<file path="src/rtl/fifo_drain_pkg.sv">
// fifo_drain_pkg: shared types and constants for the FIFO-to-AXI4-Stream drain engine.
//   occ_e   - occupancy state of the 2-entry output buffer (the encoding doubles as a word count)
//   STATS_W - width of the optional packet/stall statistics counters
package fifo_drain_pkg;

  typedef enum logic [1:0] {
    EMPTY = 2'd0,
    ONE   = 2'd1,
    TWO   = 2'd2
  } occ_e;

  localparam int unsigned STATS_W = 32;

endpackage

</file>
<file path="src/rtl/fifo_drain_skid.sv">
// fifo_drain_skid: 2-entry output buffer that hides the FIFO's 1-cycle read latency.
// Ports:
//   clk, rst_n  - clock, synchronous active-low reset
//   wr, wr_data - write of one word into the tail
//   pop         - remove the head word (AXIS handshake)
//   head, valid - head word and non-empty flag
//   occ         - occupancy state (EMPTY/ONE/TWO)
module fifo_drain_skid
  import fifo_drain_pkg::*;
#(
  parameter int unsigned BITLEN = 64
) (
  input  logic              clk,
  input  logic              rst_n,
  input  logic              wr,
  input  logic [BITLEN-1:0] wr_data,
  input  logic              pop,
  output logic [BITLEN-1:0] head,
  output logic              valid,
  output occ_e              occ
);

  logic [BITLEN-1:0] head_q;
  logic [BITLEN-1:0] tail_q;
  occ_e              occ_q;

  always_ff @(posedge clk) begin
    if (!rst_n) begin
      occ_q  <= EMPTY;
      head_q <= '0;
      tail_q <= '0;
    end else begin
      case (occ_q)
        EMPTY: begin
          if (wr) begin
            head_q <= wr_data;
            occ_q  <= ONE;
          end
        end
        ONE: begin
          if (wr && pop) begin
            head_q <= wr_data;
          end else if (wr) begin
            tail_q <= wr_data;
            occ_q  <= TWO;
          end else if (pop) begin
            occ_q <= EMPTY;
          end
        end
        TWO: begin
          // The credit logic in the top never lets a write land here without a pop.
          if (pop) begin
            head_q <= tail_q;
            if (wr) begin
              tail_q <= wr_data;
            end else begin
              occ_q <= ONE;
            end
          end
        end
        default: occ_q <= EMPTY;
      endcase
    end
  end

  assign head  = head_q;
  assign valid = (occ_q != EMPTY);
  assign occ   = occ_q;

endmodule

</file>
<file path="src/rtl/fifo_axis_drain.sv">
// fifo_axis_drain: pops words from a synchronous FIFO (1-cycle read latency) and presents
// them as an AXI4-Stream master, with tlast every PKT_LEN beats and 1 beat/cycle sustained.
// Ports:
//   clk, rst_n            - clock, synchronous active-low reset
//   en                    - allow new FIFO reads (buffered/in-flight words always drain)
//   fifo_empty, fifo_rd_en, fifo_dout - FIFO read interface
//   m_tvalid, m_tready, m_tdata, m_tkeep, m_tlast - AXIS master
//   busy                  - a word is buffered or in flight
//   pkt_cnt, stall_cnt    - only with FIFO_AXIS_DRAIN_STATS_EN defined: packets sent and
//                           cycles stalled by the sink
module fifo_axis_drain
  import fifo_drain_pkg::*;
#(
  parameter int unsigned BITLEN  = 64,
  parameter int unsigned PKT_LEN = 16,
  parameter int unsigned CNT_W   = 16
) (
  input  logic                clk,
  input  logic                rst_n,
  input  logic                en,
  input  logic                fifo_empty,
  output logic                fifo_rd_en,
  input  logic [BITLEN-1:0]   fifo_dout,
  output logic                m_tvalid,
  input  logic                m_tready,
  output logic [BITLEN-1:0]   m_tdata,
  output logic [BITLEN/8-1:0] m_tkeep,
  output logic                m_tlast,
`ifdef FIFO_AXIS_DRAIN_STATS_EN
  output logic [STATS_W-1:0]  pkt_cnt,
  output logic [STATS_W-1:0]  stall_cnt,
`endif
  output logic                busy
);

  localparam logic [CNT_W-1:0] LastBeat = CNT_W'(PKT_LEN - 1);

  logic             hs;
  logic             inflight_q;
  occ_e             occ;
  logic [1:0]       occ_cnt;
  logic [1:0]       level;
  logic [CNT_W-1:0] beat_q;

  assign hs = m_tvalid & m_tready;

  // Words that will still be held after this cycle's handshake; a new pop is allowed only
  // if that leaves room for it in the 2-entry buffer. Reset gates it so no word is lost.
  assign occ_cnt    = occ;
  assign level      = occ_cnt + {1'b0, inflight_q} - {1'b0, hs};
  assign fifo_rd_en = rst_n & en & ~fifo_empty & (level <= 2'd1);

  always_ff @(posedge clk) begin
    if (!rst_n) begin
      inflight_q <= 1'b0;
    end else begin
      inflight_q <= fifo_rd_en;
    end
  end

  fifo_drain_skid #(
    .BITLEN (BITLEN)
  ) u_skid (
    .clk     (clk),
    .rst_n   (rst_n),
    .wr      (inflight_q),
    .wr_data (fifo_dout),
    .pop     (hs),
    .head    (m_tdata),
    .valid   (m_tvalid),
    .occ     (occ)
  );

  // Beat position within the packet; held across en gaps.
  always_ff @(posedge clk) begin
    if (!rst_n) begin
      beat_q <= '0;
    end else if (hs) begin
      beat_q <= (beat_q == LastBeat) ? '0 : beat_q + CNT_W'(1);
    end
  end

  assign m_tlast = m_tvalid & (beat_q == LastBeat);
  assign m_tkeep = '1;
  assign busy    = (occ != EMPTY) | inflight_q;

`ifdef FIFO_AXIS_DRAIN_STATS_EN
  logic [STATS_W-1:0] pkt_cnt_q;
  logic [STATS_W-1:0] stall_cnt_q;

  always_ff @(posedge clk) begin
    if (!rst_n) begin
      pkt_cnt_q   <= '0;
      stall_cnt_q <= '0;
    end else begin
      if (hs && m_tlast) begin
        pkt_cnt_q <= pkt_cnt_q + STATS_W'(1);
      end
      if (m_tvalid && !m_tready) begin
        stall_cnt_q <= stall_cnt_q + STATS_W'(1);
      end
    end
  end

  assign pkt_cnt   = pkt_cnt_q;
  assign stall_cnt = stall_cnt_q;
`endif

endmodule

</file>
<file path="config.mk">
export PLATFORM = sky130hd
export DESIGN_NAME = fifo_axis_drain
export DESIGN_NICKNAME = d
export VERILOG_FILES = /design/src/rtl/fifo_drain_pkg.sv /design/src/rtl/fifo_drain_skid.sv /design/src/rtl/fifo_axis_drain.sv
export SDC_FILE = /design/constraint.sdc
export NUM_CORES = 1
export LEC_CHECK = 0
export ABC_AREA = 1
export BUFFER_PORTS_ARGS = -buffer_cell sky130_fd_sc_hd__buf_2
export CORE_MARGIN = 2
export CORE_UTILIZATION = 35
export CTS_CLUSTER_SIZE = 12
export DETAILED_ROUTE_END_ITERATION = 8
export PLACE_DENSITY = 0.67
export SKIP_LAST_GASP = 1
export SLEW_MARGIN = 20
export SYNTH_ARGS = -nofsm -noshare
export SYNTH_HDL_FRONTEND = slang
export SYNTH_SLANG_ARGS = --single-unit
</file>
<file path="constraint.sdc">
create_clock -name clk -period 1.9 [get_ports clk]
set_clock_uncertainty 0.15 [all_clocks]
set_input_delay 0.38 -clock clk [delete_from_list [all_inputs] [get_ports clk]]
set_output_delay 0.38 -clock clk [all_outputs]
set_load 0.02 [all_outputs]
</file>
==> metrics.log, run 1 <==
[metrics] outcome: finished, violations left
[metrics] failing checks: setup timing
[metrics] core region area: 18,100 um2
[metrics] routability cong.: 0.828
[metrics] crit path cell chain: ha_4 > nand2_2 > inv_1 > nand2_1 > nor2_2 > nand2_1 > nor2_1 > buf_4
[metrics] type of the worst setup path: reg2out
[metrics] largest voltage drop on the vdd net: 604 uV
[metrics] number of port buffers: 136
[metrics] Compound-Gate Fraction of Synth Area: 10.6%
[metrics] count of unique library cells instantiated by Yosys: 26
[metrics] unrepaired setup endpoints after global routing: yes
[metrics] crit path setup slack, layout: -0.187 ns
[metrics] final routed wirelength across all metal layers: 16.4 mm
[metrics] number of nets with antenna violations after detailed routing: 0
[metrics] Most Crowded Layer GR: met2
[metrics] global-route met1 utilization: 21.5%
[metrics] drt first pass iters: 4
[metrics] Clock Tree Root: clkbuf_16
[metrics] Post-Syn Area: 6510 um2
[metrics] number of global-route vias before repair: 5,592
[metrics] vias: 6,185
[metrics] maximum clock insertion buffer count: 2
[metrics] final slew viol count: 0
[metrics] number of failing hold endpoints at the final stage: 0
[metrics] gate count after technology mapping: 999
[metrics] routing usage on met2: 26.8%
[metrics] final routed DRC violation total: 0
[metrics] leakage power: 4.29 nW
[metrics] P per Cell Area: 911 nW/um2
[metrics] antenna violations before repair: 3
[metrics] Final TNS setup: -0.261 ns
[metrics] Sink Count: 147
[metrics] TritonCTS clock tree: built
[metrics] Clk Latency, worst-skew pair: 0.42 ns
[metrics] number of warnings issued by yosys: 0
[metrics] worst min path class: in2reg
[metrics] min cycle time layout: 2.09 ns
[metrics] mean instance size in the synthesized netlist: 6.52 um2
[metrics] crit end category: output port
[metrics] total routing usage reported by global routing: 16.8%
[metrics] effective utilization at floorplan: 36.0%
[metrics] global-route wire length before repair: 26.9 mm
[metrics] average detailed-routed wire length per instance: 11.9 um
[metrics] cts bufs inserted: 17
[metrics] worst slew margin relative to its limit: 58.1%
[metrics] cts hold-fix bufs: 0
[metrics] share of the yosys chip area belonging to registers: 45.2%
[metrics] Simple-Gate Fraction of Synth Area: 33.1%
[metrics] vias per cell: 4.49
[metrics] clock-pin slew on the worst setup and hold paths: 0.07 ns
[metrics] Post-DP HPWL: 10.4 mm
[metrics] die extent in y: 140 um
[metrics] number of ports placed on the die boundary: 145
[metrics] number of nets in the final layout: 1,200
[metrics] parity-gate share of the synthesized area counting xor and xnor cells: 0.807%
[metrics] highest attainable clock frequency: 0.479 GHz
[metrics] crit path launch type: flip-flop
[metrics] Site Rows: 49
[metrics] die extent in x: 140 um
[metrics] Worst Max-Slew Pin Slew: 0.629 ns
[metrics] main combinational cell family by area after synthesis: simple AND/OR/NAND/NOR gates
[metrics] number of inserted filler cells in the final layout: 1,820
[metrics] ratio of final minimum period to clock period: 110%
[metrics] worst endpoint required time: 1.37 ns
[metrics] #FFs+latches synth: 147
[metrics] H-Tree Depth: 4
[metrics] # Max-Cap Violations: 0
[metrics] fraction of layout cells with a size suffix above 1: 19.7%
[metrics] met3 track demand over resource: 5.37%
[metrics] Top cell by count, worst path: nand2_1
[metrics] arrival time worst endpoint: 1.56 ns
[metrics] area of the die: 19,700 um2
[metrics] maximum single-stage delay on the critical path: 0.36 ns
[metrics] drt initial violations: 248
[metrics] Synth Area in Adders: 0.192%
[metrics] proportion of synthesized area in mux cells: 0%
[metrics] Cells after DPL: 1,324
[metrics] largest driver fanout on the critical path: 2
[metrics] overflow left after global routing: 0
[metrics] largest net degree at the start of global routing: 73
[metrics] CP max stage cell: dfxtp_2
[metrics] number of non-filler instances in the completed layout: 1,376
[metrics] number of failing setup endpoints in the final timing report: 2
[metrics] Synth-to-Final Area Change: 26.6%
==> what timing repair did <==
item / in CTS / in global routing
buffers inserted: 12 / 4
pin swaps: 8 / 9
endpoints found under the setup margin: 3 / 3
gates resized for setup: 23 / 5
==> cell type report <==
| cell class | count | area, um2 | area share (%) |
|---|---|---|---|
| Antenna cell | 4 | 10.0 | 0.122 |
| Clock buffer | 18 | 429 | 5.21 |
| Clock inverter | 14 | 203 | 2.46 |
| Inverter | 84 | 319 | 3.87 |
| Multi-Input combinational cell | 711 | 3010 | 36.5 |
| Sequential cell | 147 | 2950 | 35.9 |
| Tap cell | 229 | 287 | 3.48 |
| Timing Repair Buffer | 169 | 1030 | 12.5 |
==> power breakdown <==
group          internal, mW  switching (mW)  total (mW)
sequential             3.18          0.0495        3.23
combinational         0.235           0.422       0.657
clock                  2.22            1.40        3.62
==> layout by cell type (no fill, tap or decap), types with 2 or more instances in the layout <==
cell	instances
a21oi_1	4
buf_12	7
buf_2	133
buf_4	28
bufinv_16	4
clkbuf_16	17
clkinv_4	3
clkinvlp_4	4
conb_1	8
dfxtp_1	142
dfxtp_2	3
dfxtp_4	2
diode_2	4
inv_1	81
inv_6	3
nand2_1	232
nand2_2	4
nand2_4	3
nand3_1	8
nand4_1	7
nor2_1	294
nor2_2	4
nor3_1	3
o21ai_0	128
o21bai_1	2
xor2_1	5
==> cell usage after synthesis <==
| cell | instances | share of area, % |
|---|---|---|
| ha_1 | 1 | 0.19 |
| inv_1 | 83 | 4.8 |
| buf_6 | 6 | 1.0 |
| nor2_1 | 297 | 17 |
| nand2_1 | 238 | 14 |
| or2_2 | 1 | 0.096 |
| nand4_1 | 7 | 0.67 |
| inv_2 | 1 | 0.058 |
| buf_2 | 16 | 1.2 |
| dfxtp_1 | 147 | 45 |
| clkbuf_1 | 28 | 1.6 |
| nand3_1 | 9 | 0.69 |
| nor2_2 | 2 | 0.19 |
| buf_4 | 9 | 1.0 |
| nand2_2 | 1 | 0.096 |
| a211oi_1 | 1 | 0.12 |
| xor2_1 | 5 | 0.67 |
| nor3_1 | 3 | 0.23 |
| o21bai_1 | 2 | 0.23 |
| buf_1 | 5 | 0.29 |
| o21ai_0 | 128 | 9.8 |
| nand3b_1 | 1 | 0.12 |
| a21oi_1 | 5 | 0.38 |
| nand3_2 | 1 | 0.15 |
| xnor2_1 | 1 | 0.13 |
| conb_1 | 1 | 0.058 |
==> state kept, by name (all words and copies together), names as in the netlist <==
name           cells
inflight_q         1
u_skid.tail_q     64
beat_q            16
u_skid.occ         2
u_skid.head       64
==> critical path, delay by kind of cell (launching register included) <==
kind | cells | cell delay, ns
and+or+nand+nor | 5 | 0.41
DFF | 1 | 0.36
buffers and inverters | 2 | 0.23
adders and majority gates | 1 | 0.15
==> final timing paths <==
check                  startpoint                end  slack [ns]  depth (start not counted)
setup / recovery        beat_q[0]            m_tlast       -0.19                          8
hold / removal      fifo_dout[15]  u_skid.tail_q[15]        0.05                          3
setup reg to reg        beat_q[1]          beat_q[0]           0                         13
hold reg to reg   u_skid.head[37]    u_skid.head[37]        0.36                          2
==> metrics by stage <==
| stage | cell area [um2] | setup WS (ns) | util, % | power [mW] | hold slack (ns) |
|---|---|---|---|---|---|
| 2_1_floorplan | 6540 | 0.0871 | - | 3.68 | 0.315 |
| 3_3_place_gp | 7390 | 0.149 | 40.9 | 3.93 | 0.325 |
| 3_5_place_dp | 7390 | 0.119 | 40.9 | 3.94 | 0.338 |
| 4_1_cts | 8180 | -0.196 | 45.2 | 7.61 | 0.0292 |
| 5_1_grt | 8230 | -0.267 | 45.5 | 7.82 | 0.0405 |
| 6_report | 8240 | -0.187 | 45.5 | 7.51 | 0.0541 |
==> metal layers <==
metal	up-vias	wire (um)
met5	-	7
met3	17	1040
met4	2	167
li1	3303	-
met2	150	7480
met1	2713	7720
==> cells by family (layout without fill, tap and decap cells) <==
kind of cell,after synthesis,after routing
xor gates and xnor gates,6,6
and+or+nand+nor,560,560
AOI/OAI and AO/OA,136,136
adders and majority gates,1,1
other,1,12
buffers and inverters,148,285
DFF,147,147
Power figures use the tool's default switching activity.
==> run 2, diff against run 1 <==
--- a/config.mk
+++ b/config.mk
@@ -7,3 +7,2 @@
 export LEC_CHECK = 0
-export ABC_AREA = 1
 export BUFFER_PORTS_ARGS = -buffer_cell sky130_fd_sc_hd__buf_2
==> constraint.sdc (replaced) <==
create_clock -name clk -period 1.9 [get_ports clk]
set_clock_uncertainty 0.15 [all_clocks]
set_input_delay 0.19 -clock clk [delete_from_list [all_inputs] [get_ports clk]]
set_output_delay 0.19 -clock clk [all_outputs]
set_load 0.02 [all_outputs]
==> run 2 against run 1 <==
The run now ends clean. First-iteration DRC count fell by 0.81%. Die area fell by 1.2%. Core utilization rose by 3.3 points. Total power fell by 3.7%. Sequential power barely moved. Worst hold slack improved by 0.060 ns. Final cell count fell by 18%. Final area rose by 6.6%. Non-clock buffer count rose by 62. Critical path depth fell by 3. Largest cell class unchanged.
==> metrics.log, run 2 <==
[metrics] outcome: complete, no violations
[metrics] number of non-filler instances in the completed layout: 1,130 (-18%)
[metrics] final slew viol count: 0 (unchanged)
[metrics] drt initial violations: 246 (-0.81%)
[metrics] leading post-synthesis cells by instance count: nand2_1, dfxtp_1, mux2i_1
[metrics] Clk Latency, worst-skew pair: 0.42 ns (about the same)
[metrics] multi-input combinational cell area: 3270 um2 (+8.7%)
[metrics] TritonCTS clock tree: built
[metrics] area of the die: 19,500 um2 (-1.2%)
[metrics] routability cong.: 0.753 (-9.0%)
[metrics] largest net degree at the start of global routing: 74 (+1.4%)
[metrics] Cells after DPL: 1,025 (-23%)
[metrics] predominant post-synthesis flop cell: dfxtp_1
[metrics] Internal Power: 5.51 mW (-2.1%)
[metrics] #FFs+latches synth: 147 (unchanged)
[metrics] drt first pass iters: 5 (+1)
[metrics] reg-to-reg critical path endpoint: inflight_q
[metrics] share of the yosys chip area belonging to registers: 45.8% (+0.57 points)
[metrics] Total Power: 7.23 mW (-3.7%)
[metrics] number of ports placed on the die boundary: 145 (unchanged)
[metrics] number of flops mapped to enable cells by yosys: 0 (unchanged)
[metrics] switching share of power: 23.7% (-1.2 points)
[metrics] clock-pin slew on the worst setup and hold paths: 0.06 ns (about the same)
[metrics] Post-DP HPWL: 9.37 mm (-9.9%)
[metrics] antenna violations before repair: 0 (-3)
[metrics] highest attainable clock frequency: 0.541 GHz (+13%)
[metrics] count of unique library cells instantiated by Yosys: 40 (+54%)
[metrics] maximum clock insertion buffer count: 2 (unchanged)
[metrics] unrepaired setup endpoints after global routing: yes
[metrics] # Max-Cap Violations: 0 (unchanged)
[metrics] switching power: 1.72 mW (-8.4%)
[metrics] min cycle time layout: 1.85 ns (-0.237 ns)
[metrics] crit path launch type: flip-flop
[metrics] Sink Count: 147 (unchanged)
[metrics] number of nets in the final layout: 958 (-20%)
[metrics] leakage power: 4.61 nW (+7.5%)
[metrics] worst endpoint required time: 1.56 ns (+0.19 ns)
[metrics] top-count cell post-synth: nand2_1
[metrics] worst min path class: in2reg
[metrics] most common cell after layout, fill and taps aside: nand2_1
[metrics] largest voltage drop on the vdd net: 641 uV (+6.1%)
[metrics] number of cells on the worst reg-to-reg path: 5 (-8)
[metrics] share of the synthesized area in the top cell type: 45.8% (+0.57 points)
[metrics] number of inserted filler cells in the final layout: 1,663 (-8.6%)
[metrics] R2R setup slack: 0.18 ns (+0.18 ns)
[metrics] type of the worst setup path: reg2out
[metrics] number of nets with antenna violations after detailed routing: 0 (unchanged)
[metrics] overflow left after global routing: 0 (unchanged)
[metrics] ratio of final minimum period to clock period: 97.4% (-12 points)
[metrics] most area-consuming cells after synthesis: dfxtp_1, nand2_1, mux2i_1
[metrics] number of failing setup endpoints in the final timing report: 0 (-2)
[metrics] cts bufs inserted: 17 (unchanged)
[metrics] die extent in x: 140 um (-0.61%)
[metrics] gate count after technology mapping: 692 (-31%)
[metrics] portion of total power attributed to combinational logic: 10.0% (+1.3 points)
[metrics] Post-Syn Area: 6430 um2 (-1.2%)
[metrics] arrival time worst endpoint: 1.51 ns (-0.05 ns)
[metrics] global-route wire length before repair: 25.5 mm (-5.2%)
[metrics] number of port buffers: 136 (unchanged)
[metrics] number of global-route vias before repair: 5,117 (-8.5%)
[metrics] final routed DRC violation total: 0 (unchanged)
[metrics] Clock Tree Root: clkbuf_16
[metrics] vias per cell: 4.85 (+7.9%)
[metrics] die extent in y: 140 um (-0.61%)
[metrics] mean instance size in the synthesized netlist: 9.29 um2 (+43%)
[metrics] start point of the critical path: beat_q[1]
[metrics] fraction of layout cells with a size suffix above 1: 25.2% (+5.5 points)
[metrics] Site Rows: 49 (unchanged)
[metrics] cell taking the most area after synthesis: dfxtp_1
[metrics] crit end category: output port
[metrics] final routed wirelength across all metal layers: 15.4 mm (-6.2%)
[metrics] share of flip-flops with an asynchronous set or reset: 0% (unchanged)
[metrics] H-Tree Depth: 4 (unchanged)
[metrics] launch instance of the worst register-to-register path: inflight_q
[metrics] Synth-to-Final Area Change: 36.6%
[metrics] post-layout util: 48.9% (+3.3 points)
[metrics] part of the power in registers: 44.5% (+1.5 points)
[metrics] part of the power in the clock network: 45.5% (-2.7 points)
[metrics] average detailed-routed wire length per instance: 13.6 um (+14%)
[metrics] total routing usage reported by global routing: 16.0% (-0.81 points)
[metrics] worst setup path endpoint: m_tlast
[metrics] number of failing hold endpoints at the final stage: 0 (unchanged)
[metrics] vias: 5,479 (-11%)
[metrics] largest driver fanout on the critical path: 2 (unchanged)
[metrics] number of warnings issued by yosys: 0 (unchanged)
[metrics] P per Cell Area: 823 nW/um2 (-9.7%)
[metrics] sequential cell area: 2960 um2 (+0.25%)
[metrics] antenna cells: 0 (-4)
[metrics] commonest non-fill, non-tap cells in the layout: nand2_1, dfxtp_1, buf_2
[metrics] effective utilization at floorplan: 35.8% (-0.21 points)
[metrics] core region area: 18,000 um2 (-0.68%)
run 2: worst min-delay path by stage:
stage	start	endpoint	slack [ns]	cells after the start
2_1_floorplan	fifo_empty	inflight_q	0.12	1
3_3_place_gp	fifo_empty	inflight_q	0.24	2
3_5_place_dp	fifo_empty	inflight_q	0.23	2
4_1_cts	m_tready	beat_q[2]	0.09	4
5_1_grt	m_tready	beat_q[2]	0.16	4
6_report	m_tready	beat_q[2]	0.11	4
run 2: area by class of cell:
cell class                 instances  share of cell area [%]
multi-input combinational        487                    37.3
sequential                       147                    33.7
timing repair buffer             231                    19.1
clock buffer                      23                    5.33
tap                              229                    3.26
clock inverter                     9                    1.20
inverter                           4                   0.171
run 2: worst max-delay path, cell delays in order, from the launching register on:
cell	delay, ns
dfxtp_2	0.36
ha_4	0.13
nor4bb_4	0.17
nand4_1	0.15
nor2b_1	0.14
buf_4	0.15
run 2: repair_timing:
item	CTS	global route
pin swaps	4	5
endpoints found under the setup margin	2	3
hold endpoints to repair	124	0
hold buffers	67	0
resized for setup	16	14
setup buffers	3	3
run 2: metal layers:
layer | share of wire (%) | vias up | global-route usage, %
met4 | 1.4 | 0 | 5.10
li1 | - | 2760 | -
met3 | 4.0 | 16 | 4.16
met5 | 0 | - | 0
met2 | 47 | 102 | 26.1
met1 | 48 | 2601 | 20.7
run 2: power by group through the flow:
stage | Combinational, mW | Clock, mW | Sequential [mW]
final | 0.720 | 3.29 | 3.22
after detailed placement | 0.607 | 0 | 3.29
after CTS | 0.718 | 3.38 | 3.22
after floorplan | 0.286 | 0 | 3.37
after global placement | 0.602 | 0 | 3.28
after global routing | 0.780 | 3.50 | 3.23
run 2: per-stage QoR:
stage	hold WS, ns	instance area, um2	TNS, ns	worst slack [ns]
final	0.114	8780	0	0.0501
after global routing	0.157	8780	-0.0401	-0.0351
after CTS	0.0868	8710	0	0.000968
after detailed placement	0.231	7390	0	0.156
after global placement	0.236	7390	0	0.169
after floorplan	0.118	6450	0	0.171
run 2: cell families after synthesis:
logic type	Yosys count	synth area share [%]
and+or+nand+nor	256	17.3
DFF	147	45.8
AOI/OAI and AO/OA	142	19.1
muxes	66	10.3
buffers and inverters	65	5.41
xor gates and xnor gates	14	1.91
adders and majority gates	1	0.195
other	1	0.0583
==> run 3, diff against run 2 <==
Settings changed: CORE_ASPECT_RATIO set to 2, GPL_TIMING_DRIVEN set to 0.
==> run 3 against run 2 <==
The flow now finishes with violations (setup timing). Register-to-register slack worse by 0.07 ns. Largest cell class unchanged. Final area is 0.63% higher. Critical path type unchanged. Fmax is 2.8% lower.
==> metrics.log, run 3 (synthesis gave the netlist of run 2 again) <==
[metrics] P per Cell Area: 823 nW/um2 (about the same)
[metrics] worst hold endpoint: beat_q[3]
[metrics] worst slew margin relative to its limit: 59.7%
[metrics] vias: 5,732 (+4.6%)
[metrics] final routed wirelength across all metal layers: 18.2 mm (+18%)
[metrics] start point of the critical path: beat_q[1]
[metrics] switching share of power: 25.5% (+1.8 points)
[metrics] CP max stage cell: dfxtp_4
[metrics] area of the die: 19,500 um2 (+0.33%)
[metrics] Internal Power: 5.42 mW (-1.8%)
[metrics] die extent in y: 196 um (+40%)
[metrics] outcome: finished, violations left
[metrics] portion of total power attributed to combinational logic: 10.4% (+0.4 points)
[metrics] instance area at placement: 7400 um2 (+0.25%)
[metrics] Final TNS setup: -0.00229 ns (-0.00229 ns)
[metrics] cell count of the worst hold path: 3 (-1)
[metrics] cts bufs inserted: 17 (unchanged)
[metrics] Post-DP HPWL: 12.7 mm (+36%)
[metrics] sum of buffers and inverters on the critical path: 1 (unchanged)
[metrics] unrepaired setup endpoints after global routing: yes
[metrics] final slew viol count: 0 (unchanged)
[metrics] number of nets in the final layout: 999 (+4.3%)
[metrics] # Max-Cap Violations: 0 (unchanged)
[metrics] reg-to-reg critical path endpoint: beat_q[15]
[metrics] clock-pin slew on the worst setup and hold paths: 0.07 ns (about the same)
[metrics] core region area: 18,100 um2 (+0.93%)
[metrics] Synth-to-Final Area Change: 37.5%
[metrics] min cycle time layout: 1.90 ns (+0.0524 ns)
[metrics] total routing usage reported by global routing: 18.7% (+2.7 points)
[metrics] launch instance of the worst register-to-register path: u_skid.occ[0]
[metrics] most common cell after layout, fill and taps aside: nand2_1
[metrics] number of non-filler instances in the completed layout: 1,158 (+2.5%)
[metrics] failing checks: setup timing
[metrics] vias per cell: 4.95 (+2.1%)
[metrics] worst endpoint required time: 1.56 ns (about the same)
[metrics] crit path setup slack, layout: -0.00229 ns (-0.0524 ns)
[metrics] routability cong.: 0.870 (+15%)
[metrics] number of cells on the worst reg-to-reg path: 6 (+1)
[metrics] antenna violations before repair: 0 (unchanged)
[metrics] Post-Place Setup Slack: -0.164 ns (-0.321 ns)
[metrics] TritonCTS clock tree: built
[metrics] switching power: 1.86 mW (+8.2%)
[metrics] effective utilization at floorplan: 35.5% (-0.33 points)
[metrics] maximum single-stage delay on the critical path: 0.36 ns (about the same)
[metrics] die extent in x: 99.8 um (-28%)
[metrics] commonest non-fill, non-tap cells in the layout: nand2_1, buf_2, dfxtp_1
[metrics] global-route wire length before repair: 28.5 mm (+12%)
[metrics] Final Cell Area: 8830 um2 (+0.63%)
[metrics] type of the worst setup path: reg2out
[metrics] post-layout util: 48.7% (-0.14 points)
[metrics] worst hold slack across all endpoints: 0.00534 ns (-0.109 ns)
[metrics] largest voltage drop on the vdd net: 671 uV (+4.7%)
[metrics] Clock Tree Root: clkbuf_16
[metrics] number of global-route vias before repair: 5,704 (+11%)
[metrics] highest attainable clock frequency: 0.526 GHz (-2.8%)
[metrics] number of port buffers: 136 (unchanged)
[metrics] antenna cells: 0 (unchanged)
[metrics] Clk Latency, worst-skew pair: 0.43 ns (about the same)
[metrics] number of nets with antenna violations after detailed routing: 0 (unchanged)
[metrics] maximum clock insertion buffer count: 2 (unchanged)
[metrics] cell family with the largest share of critical-path delay: simple AND/OR/NAND/NOR gates
[metrics] number of ports placed on the die boundary: 145 (unchanged)
[metrics] arrival time worst endpoint: 1.56 ns (+0.05 ns)
[metrics] drt initial violations: 175 (-29%)
[metrics] leakage power: 4.68 nW (+1.6%)
[metrics] ratio of final minimum period to clock period: 100% (+2.8 points)
[metrics] drt first pass iters: 4 (-1)
[metrics] beginning of the worst hold path: rst_n
[metrics] number of failing hold endpoints at the final stage: 0 (unchanged)
[metrics] H-Tree Depth: 4 (unchanged)
[metrics] final routed DRC violation total: 0 (unchanged)
[metrics] worst min path class: in2reg
[metrics] overflow left after global routing: 0 (unchanged)
[metrics] crit path launch type: flip-flop
[metrics] crit end category: output port
[metrics] Total Power: 7.27 mW (+0.60%)
[metrics] Site Rows: 70 (+43%)
[metrics] part of the power in the clock network: 45.4% (about the same)
[metrics] largest net degree at the start of global routing: 17 (-77%)
[metrics] Cells after DPL: 1,051 (+2.5%)
[metrics] R2R setup slack: 0.11 ns (-0.07 ns)
[metrics] crit path cell chain: ha_4 > nor4bb_4 > nand4_1 > nor2b_1 > buf_4
[metrics] number of failing setup endpoints in the final timing report: 1 (+1)
[metrics] average detailed-routed wire length per instance: 15.8 um (+16%)
[metrics] largest driver fanout on the critical path: 2 (unchanged)
[metrics] Sink Count: 147 (unchanged)
[metrics] fraction of layout cells with a size suffix above 1: 26.4% (+1.2 points)
[metrics] Worst Max-Slew Pin Slew: 0.604 ns
[metrics] part of the power in registers: 44.2% (-0.3 points)
[run 3: how the worst max path moves through the flow]
stage | cells after the start | endpoint | slack [ns]
finish | 5 | m_tlast | -0.002
global route | 4 | m_tlast | -0.08
CTS | 5 | m_tlast | -0.04
detailed placement | 7 | u_skid.head[39] | -0.16
global placement | 6 | beat_q[10] | -0.16
floorplan | 6 | beat_q[14] | 0.17
[run 3: what timing repair did]
item | in CTS | in global routing
pin swaps | 5 | 2
gates resized for setup | 24 | 11
setup endpoints to repair | 88 | 52
hold buffers | 66 | 0
hold endpoints to repair | 104 | 0
buffers inserted | 4 | 6
[run 3: final cells by class]
class                      instances  area, um2
clock inverter                    12        123
sequential                       147       2960
multi-input combinational        487       3230
fill                            1693       9300
buffer                            60        355
inverter                           4       15.0
tap                              216        270
clock buffer                      20        457
timing repair buffer             212       1420
[run 3: routing by layer]
layer	GRT usage, %	up-vias	wire, um	share of wire [%]
met4	9.13	0	569	3.1
li1	-	2842	-	-
met2	35.9	127	10200	56
met1	18.9	2730	6830	37
met3	2.97	33	600	3.3
met5	0	-	0	0
[run 3: worst register-to-register path, delay by kind of cell (launching register included)]
family / cells / cell delay (ns)
simple gates: 3 / 0.49
compound gates: 1 / 0.48
flops: 1 / 0.34
buf+inv: 2 / 0.27
[run 3: power groups by stage]
| stage | Clock, mW | Combinational [mW] | Sequential (mW) |
|---|---|---|---|
| after floorplan | 0 | 0.286 | 3.37 |
| after CTS | 3.37 | 0.751 | 3.22 |
| after detailed placement | 0 | 0.641 | 3.29 |
| after global routing | 3.50 | 0.817 | 3.22 |
| final | 3.30 | 0.757 | 3.22 |
| after global placement | 0 | 0.635 | 3.29 |
